[config.mk]
export PLATFORM = sky130hd
export DESIGN_NAME = hpb_wr_ctrl
export DESIGN_NICKNAME = d
export VERILOG_FILES = /design/src/rtl/hpb_wr_ctrl.sv
export SDC_FILE = /design/constraint.sdc
export NUM_CORES = 1
export LEC_CHECK = 0
export CAP_MARGIN = 20
export CORE_UTILIZATION = 51
export CTS_CLUSTER_DIAMETER = 50
export DETAILED_ROUTE_END_ITERATION = 7
export PLACE_DENSITY = 0.85
export SLEW_MARGIN = 30
export SYNTH_ARGS = -nofsm -noshare
export SYNTH_HDL_FRONTEND = slang
export SYNTH_SLANG_ARGS = --single-unit
[constraint.sdc]
create_clock -name clk -period 3.08 [get_ports clk]
set_clock_uncertainty 0.1 [all_clocks]
set_input_delay 0.308 -clock clk [delete_from_list [all_inputs] [get_ports clk]]
set_output_delay 0.308 -clock clk [all_outputs]
set_load 0.02 [all_outputs]
[src/rtl/hpb_wr_ctrl.sv]
// Host programming bridge: gathers 32-bit host writes into one RCB-wide shadow
// entry, then issues it to the RCB write port with a req/done handshake and timeout.
module hpb_wr_ctrl #(
    parameter int RAM_WIDTH  = 128,
    parameter int ADDR_WIDTH = 10,
    parameter int TIMEOUT    = 255,
    localparam int N_WORDS   = RAM_WIDTH / 32,
    localparam int IDX_W     = (N_WORDS > 1) ? $clog2(N_WORDS) : 1
) (
    input  logic                  clk,
    input  logic                  reset_n,
    input  logic                  host_wr_valid,
    output logic                  host_wr_ready,
    input  logic [ADDR_WIDTH-1:0] host_wr_addr,
    input  logic [IDX_W-1:0]      host_wr_word,
    input  logic [31:0]           host_wr_data,
    input  logic                  host_wr_last,
    output logic [ADDR_WIDTH-1:0] hpb_wr_addr,
    output logic [RAM_WIDTH-1:0]  hpb_wr_data,
    output logic                  hpb_wr_en,
    output logic                  hpb_wr_req,
    input  logic                  rcb_wr_done,
    input  logic                  hpb_err_clr,
    output logic                  hpb_busy,
    output logic                  hpb_err_timeout,
    output logic                  hpb_err_range,
    output logic [15:0]           hpb_wr_count
);

    typedef enum logic [1:0] {
        ST_COLLECT = 2'd0,
        ST_ISSUE   = 2'd1,
        ST_WAIT    = 2'd2
    } state_e;

    localparam logic [31:0] N_WORDS_L = 32'(N_WORDS);
    // The final WAIT cycle is the TIMEOUT-th one, since the counter starts at 0.
    localparam logic [15:0] TMO_LAST  = 16'(TIMEOUT - 1);

    state_e                  state_q, state_d;
    logic [RAM_WIDTH-1:0]    shadow_q, shadow_d;
    logic [ADDR_WIDTH-1:0]   addr_q, addr_d;
    logic [15:0]             tcnt_q, tcnt_d;
    logic [15:0]             count_q, count_d;
    logic                    busy_q, busy_d;
    logic                    err_tmo_q, err_tmo_d;
    logic                    err_rng_q, err_rng_d;
    logic                    ready_q, ready_d;
    logic                    req_q, req_d;
    logic                    en_q, en_d;
    logic                    word_ok_s;
    logic                    range_set_s;
    logic                    tmo_set_s;

    // Next-state, shadow update, counters and sticky error logic.
    always_comb begin
        state_d     = state_q;
        shadow_d    = shadow_q;
        addr_d      = addr_q;
        tcnt_d      = tcnt_q;
        count_d     = count_q;
        busy_d      = busy_q;
        range_set_s = 1'b0;
        tmo_set_s   = 1'b0;
        word_ok_s   = (32'(host_wr_word) < N_WORDS_L);

        case (state_q)
            ST_COLLECT: begin
                if (host_wr_valid) begin
                    busy_d = 1'b1;
                    if (word_ok_s) begin
                        for (int k = 0; k < N_WORDS; k++) begin
                            if (host_wr_word == IDX_W'(k)) begin
                                shadow_d[32*k +: 32] = host_wr_data;
                            end else begin
                                shadow_d[32*k +: 32] = shadow_q[32*k +: 32];
                            end
                        end
                    end else begin
                        range_set_s = 1'b1;
                    end
                    if (host_wr_last) begin
                        addr_d  = host_wr_addr;
                        state_d = ST_ISSUE;
                    end else begin
                        state_d = ST_COLLECT;
                    end
                end else begin
                    state_d = ST_COLLECT;
                end
            end
            ST_ISSUE: begin
                tcnt_d  = 16'd0;
                state_d = ST_WAIT;
            end
            ST_WAIT: begin
                tcnt_d = tcnt_q + 16'd1;
                // Done takes priority over a coincident timeout.
                if (rcb_wr_done) begin
                    state_d  = ST_COLLECT;
                    count_d  = count_q + 16'd1;
                    shadow_d = {RAM_WIDTH{1'b0}};
                    busy_d   = 1'b0;
                end else if (tcnt_q == TMO_LAST) begin
                    state_d   = ST_COLLECT;
                    shadow_d  = {RAM_WIDTH{1'b0}};
                    busy_d    = 1'b0;
                    tmo_set_s = 1'b1;
                end else begin
                    state_d = ST_WAIT;
                end
            end
            default: begin
                state_d  = ST_COLLECT;
                shadow_d = {RAM_WIDTH{1'b0}};
                busy_d   = 1'b0;
            end
        endcase

        err_rng_d = range_set_s | (err_rng_q & ~hpb_err_clr);
        err_tmo_d = tmo_set_s   | (err_tmo_q & ~hpb_err_clr);
        ready_d   = (state_d == ST_COLLECT);
        req_d     = (state_d != ST_COLLECT);
        en_d      = (state_d == ST_ISSUE);
    end

    // State and output registers; reset drops req/en/busy immediately.
    always_ff @(posedge clk or negedge reset_n) begin
        if (!reset_n) begin
            state_q   <= ST_COLLECT;
            shadow_q  <= {RAM_WIDTH{1'b0}};
            addr_q    <= {ADDR_WIDTH{1'b0}};
            tcnt_q    <= 16'd0;
            count_q   <= 16'd0;
            busy_q    <= 1'b0;
            err_tmo_q <= 1'b0;
            err_rng_q <= 1'b0;
            ready_q   <= 1'b1;
            req_q     <= 1'b0;
            en_q      <= 1'b0;
        end else begin
            state_q   <= state_d;
            shadow_q  <= shadow_d;
            addr_q    <= addr_d;
            tcnt_q    <= tcnt_d;
            count_q   <= count_d;
            busy_q    <= busy_d;
            err_tmo_q <= err_tmo_d;
            err_rng_q <= err_rng_d;
            ready_q   <= ready_d;
            req_q     <= req_d;
            en_q      <= en_d;
        end
    end

    assign host_wr_ready   = ready_q;
    assign hpb_wr_addr     = addr_q;
    assign hpb_wr_data     = shadow_q;
    assign hpb_wr_en       = en_q;
    assign hpb_wr_req      = req_q;
    assign hpb_busy        = busy_q;
    assign hpb_err_timeout = err_tmo_q;
    assign hpb_err_range   = err_rng_q;
    assign hpb_wr_count    = count_q;

endmodule

# After elaboration in Yosys (flattened, before gate mapping)
# Index checks and enable logic that the tools add are counted.
totals:
  regBits: 178
  input_bits: 50
  out_inout_bits: 160
  elab_cells: 67
op_classes:
  add_sub_neg: 2
  eq_ne: 13
  muxes: 21
  n_bitwise: 5
  reduce_logical: 12
ops:
  columns: ["operator", "n"]
  rows:
  - ["$mux 128", 3]
  - ["$pmux 128 s3", 1]
  - ["$mux 32", 4]
  - ["$add 16x1->16 const B", 2]
  - ["$pmux 16 s2", 1]
  - ["$eq 16x8->1 const B", 1]
  - ["$reduce_and 4->1", 4]
  - ["$ne 2x2->1 const B", 5]
  - ["$mux 1", 7]
  - ["$eq 2x1->1 const B", 3]
  - ["$eq 2x2->1 const B", 3]
  - ["$logic_not 2->1", 3]
  - ["$mux 2", 3]
  - ["$pmux 2 s3", 1]
  - ["$reduce_and 3->1", 2]
  - ["$reduce_bool 2->1", 2]
  - ["$ne 3x3->1 const B", 1]
  - ["$pmux 1 s3", 1]
  - ["$and 1x1->1", 2]
  - ["$not 1->1", 2]
  - ["$reduce_and 2->1", 1]
  - ["$or 1x1->1", 1]

# Longest topological paths before layout
depth:
  ltp_word: 5
  ltp_mapped: 8
  depth_no_buf: 6

# Least setup slack after synthesis
# No wires, ideal clock.
synth_timing:
  path_kind: "register -> register"
  startpoint: "register tcnt_q[0]"
  endpoint: "register shadow_q[66], in the netlist hpb_wr_data[66]"
  setup_time_ns: 0.067
  arrival_time_ns: 1.804
  t_required_ns: 2.913
  slack_ns: 1.108
  stages_incl_launch_ff: 9
  path_buffers: 2
  synth_period_minus_slack_ns: 1.972
  cell_sequence: "dfrtp_1 inv_1 ha_1 nor4b_4 nand4b_4 a211oi_4 buf_12 buf_12 a32o_1"
synth_via:
  elab_chain_len: 3
synth_rtl:
  columns: ["element", "line_no", "rtl"]
  rows:
  - ["start: declaration", "43", "logic [15:0] tcnt_q, tcnt_d;"]
  - ["start signal: assignment", "145", "tcnt_q <= tcnt_d;"]
  - ["$eq 16x8->1", "104", "end else if (tcnt_q == TMO_LAST) begin"]
  - ["$ne 3x3->1 (no line)", null, null]
  - ["$reduce_and 4->1 (no line)", null, null]
  - ["end signal: assignment", "131", "shadow_q <= {RAM_WIDTH{1'b0}};"]
  - ["end signal: assignment", "143", "shadow_q <= shadow_d;"]
  - ["end: declaration", "41", "logic [RAM_WIDTH-1:0] shadow_q, shadow_d;"]
# No other way between the ends.
# A chain may end at the register's enable or synchronous reset.

# Worst setup path after layout
layout_timing:
  startpoint: "register state_q[0]"
  endpoint: "register shadow_q[84], in the netlist hpb_wr_data[84]"
layout_via:
  elab_chain_len: 3
  word_cells_on_any_way: 9
  classes_between: "5 x eq/ne; 1 x mux; 1 x bitwise; 2 x reduce/logical"
layout_rtl:
  columns: ["element", "line_no", "rtl"]
  rows:
  - ["start: declaration", "40", "state_e state_q, state_d;"]
  - ["start signal: assignment", "142", "state_q <= state_d;"]
  - ["$eq 2x2->1, or another cell as far along", "67", "case (state_q)"]
  - ["$ne 3x3->1 (no line), or another cell as far along", null, null]
  - ["$reduce_and 4->1 (no line)", null, null]
# Parallel ways exist; a longest one is shown, timed or not.

==> metrics.csv <==
metric,value,unit
crit_chain,inv_1 -> ha_1 -> inv_1 -> nor2_1 -> a211oi_4 -> buf_12 -> a32o_1,
setup_viol,0,
crit_buf_inv,3,
routed_wl,19400,um
synth_edf_count,0,
drc,0,
netlist_instances,517,
grt_pass1_wl,30700,um
grt_overflow,0,
synth-xor-area-share,0.0216,
preCtsSetupSlack,0.667,ns
viasPerCell,6.32,
maxSlewViolCount,0,
drive_gt1_frac,0.0938,
cts_tree,yes,
arrival,2.67,ns
synth_top_family_by_area,compound AO/OA/AOI/OAI gates,
wire_per_inst,21.4,um
synth_area_per_cell,14.1,um^2
cts-buffers-inserted,17,
fin_crit_sh,0.800,
synth_compound_area_frac,0.208,
worst_pin_slew,0.668,ns
row_count,43,
seq_area,4460,um^2
ys_types,46,
vias,5716,
ir_worst_vdd,0.000411,V
startpoint_type,flop,
fillCellCount,955,
clk_path_buf_depth,2,
core-area,13900,um^2
max_freq,406,MHz
ys_seq_area_frac,0.611,
worstHoldPathType,input pin to flop,
cp_max_fo,128,
synth_area_leader_cell,dfrtp_1,
synth_nets,574,
relSlewSlack,0.555,
worstPathRequired,3.28,ns
cp_top_family,buffers and inverters,
cpPeakStageDelay,0.44,ns
grt_antenna_before_repair,0,
synthMuxAreaShare,0.0214,
cp-end-kind,flop,
total_power,9.43,mW
cp_slowest_cell,ha_1,
dp_cells,872,
hold_ws,0.359,ns
ioPinCount,210,
place.gp.congestion,0.863,
syn_to_final_growth,36.5,%
synthDominantCellAreaShare,0.607,
nets,769,
period_needed,2.47,ns
synth-seq-cells,178,
grt_pass1_vias,5754,
synth-simple-area-share,0.0667,
synthArstFlopShare,1.00,
setup_tns,0,ns
drtIter0Drc,537,
maxCapViolCount,0,
synthAdderAreaFrac,0.0120,
fp.dieH,122,um
outcome,"complete, no violations",
fin_cells,905,
start_util,0.523,
die_area,14800,um^2
synth_top_flop_cell,dfrtp_1,
worstSkewPairLatency,0.42,ns
grt.total_usage,0.273,
grt_max_degree,129,
power.density,947,nW/um^2
post-dp-hpwl,12600,um
ys.warnings.count,0,
rsz0062_at_grt,no,
dr.pass1.iters,5,
cts_resized,0,
layout_setup_ws,0.615,ns
port_buffers,209,
h-tree-depth,4,
dieWidth,122,um
syn_area,7290,um^2
multi_input_area,2420,um^2
antennaDiodeCount,0,
cp_common_cell,inv_1,
hold_viol,0,
clock_sinks,178,
p_leak,4.13,nW
cts.clk_slew.worst_paths,0.07,ns
cts-root-buf,clkbuf_16,
ant_nets,0,
synthTopCellsByArea,"dfrtp_1, a32o_1, buf_12, mux2_2, xnor2_1",
critical_path_class,flop to flop,
==> stage by stage <==
stage	cell area, um^2	util
2_1_floorplan	7290	-
3_3_place_gp	9340	0.670
3_5_place_dp	9340	0.670
4_1_cts	9960	0.715
5_1_grt	9960	0.715
6_report	9960	0.715
==> cells in the final DEF (no fill, tap or decap), drive strengths merged, types with 5 or more instances in the layout <==
cell / instances
nand4: 10
nor2: 14
clkbuf: 17
xnor2: 14
nand2: 14
nor3: 6
buf: 12
inv: 11
ha: 7
clkinvlp: 6
a32o: 128
nand3: 9
a21oi: 5
dfrtp: 177
and4: 5
nor4: 5
clkdlybuf4s50: 208
o21ai: 17
mux2: 13
==> worst paths after layout <==
path / slack [ns] / cells past startpoint / from / endpoint
min in group asynchronous: 0.37 / 2 / reset_n / hpb_wr_data[106]
worst max-delay path: 0.61 / 7 / state_q[0] / hpb_wr_data[84]
worst min-delay path: 0.36 / 2 / hpb_err_clr / hpb_err_range
worst max register to register: 0.61 / 7 / state_q[0] / hpb_wr_data[84]
worst min register to register: 0.37 / 1 / hpb_wr_count[15] / hpb_wr_count[15]
max in group asynchronous: 1.52 / 3 / reset_n / hpb_wr_data[56]
==> cell usage after synthesis, drive strengths merged, types with 2 or more instances <==
cell type / n
o21ai: 17
a22o: 2
o211ai: 4
a21oi: 5
and4: 5
a32o: 128
ha: 7
nand2: 14
nand3: 9
buf: 28
nor3: 6
nor2: 14
a211oi: 2
inv: 9
xnor2: 14
o31ai: 3
nor2b: 2
nor4: 5
nand2b: 3
nand4: 10
and3: 4
dfrtp: 177
mux2: 13
clkbuf: 17
xor2: 4
==> flip-flops by register name (all words and copies together) (netlist names) <==
signal / cells
hpb_wr_en: 1
hpb_err_range: 1
hpb_wr_data: 128
host_wr_ready: 1
state_q: 2
tcnt_q: 16
hpb_wr_req: 1
hpb_busy: 1
hpb_err_timeout: 1
hpb_wr_addr: 10
hpb_wr_count: 16
==> layer usage <==
layer / track usage / vias to the layer above / share of wire
li1: - / 2452 / -
met1: 0.338 / 2948 / 0.39
met2: 0.468 / 280 / 0.52
met3: 0.0534 / 36 / 0.066
met4: 0.114 / 0 / 0.026
met5: 0 / - / 0
==> kinds of logic after synthesis <==
logic type | Yosys count
muxes | 14
DFF | 178
and+or+nand+nor | 81
xor gates and xnor gates | 18
adders and majority gates | 7
AOI/OAI and AO/OA | 165
buffers and inverters | 54
==> layout make-up <==
cell class | instances | share of cell area
Tap cell | 180 | 0.0226
Timing Repair Buffer | 221 | 0.222
Inverter | 9 | 0.00339
Clock buffer | 17 | 0.0427
Multi-Input combinational cell | 285 | 0.243
Sequential cell | 178 | 0.447
Clock inverter | 15 | 0.0183
==> power by group <==
group / switching [mW] / total, mW / internal, mW
registers: 0.462 / 3.50 / 3.04
logic: 1.95 / 3.75 / 1.80
clock network: 0.900 / 2.18 / 1.28
total: 3.31 / 9.43 / 6.12
==> what timing repair did <==
action	in CTS	in global routing
setup buffers	0	0
hold buffers	1	0
endpoints found under the hold margin	68	0
No activity file was read; power rests on OpenSTA's default activity.
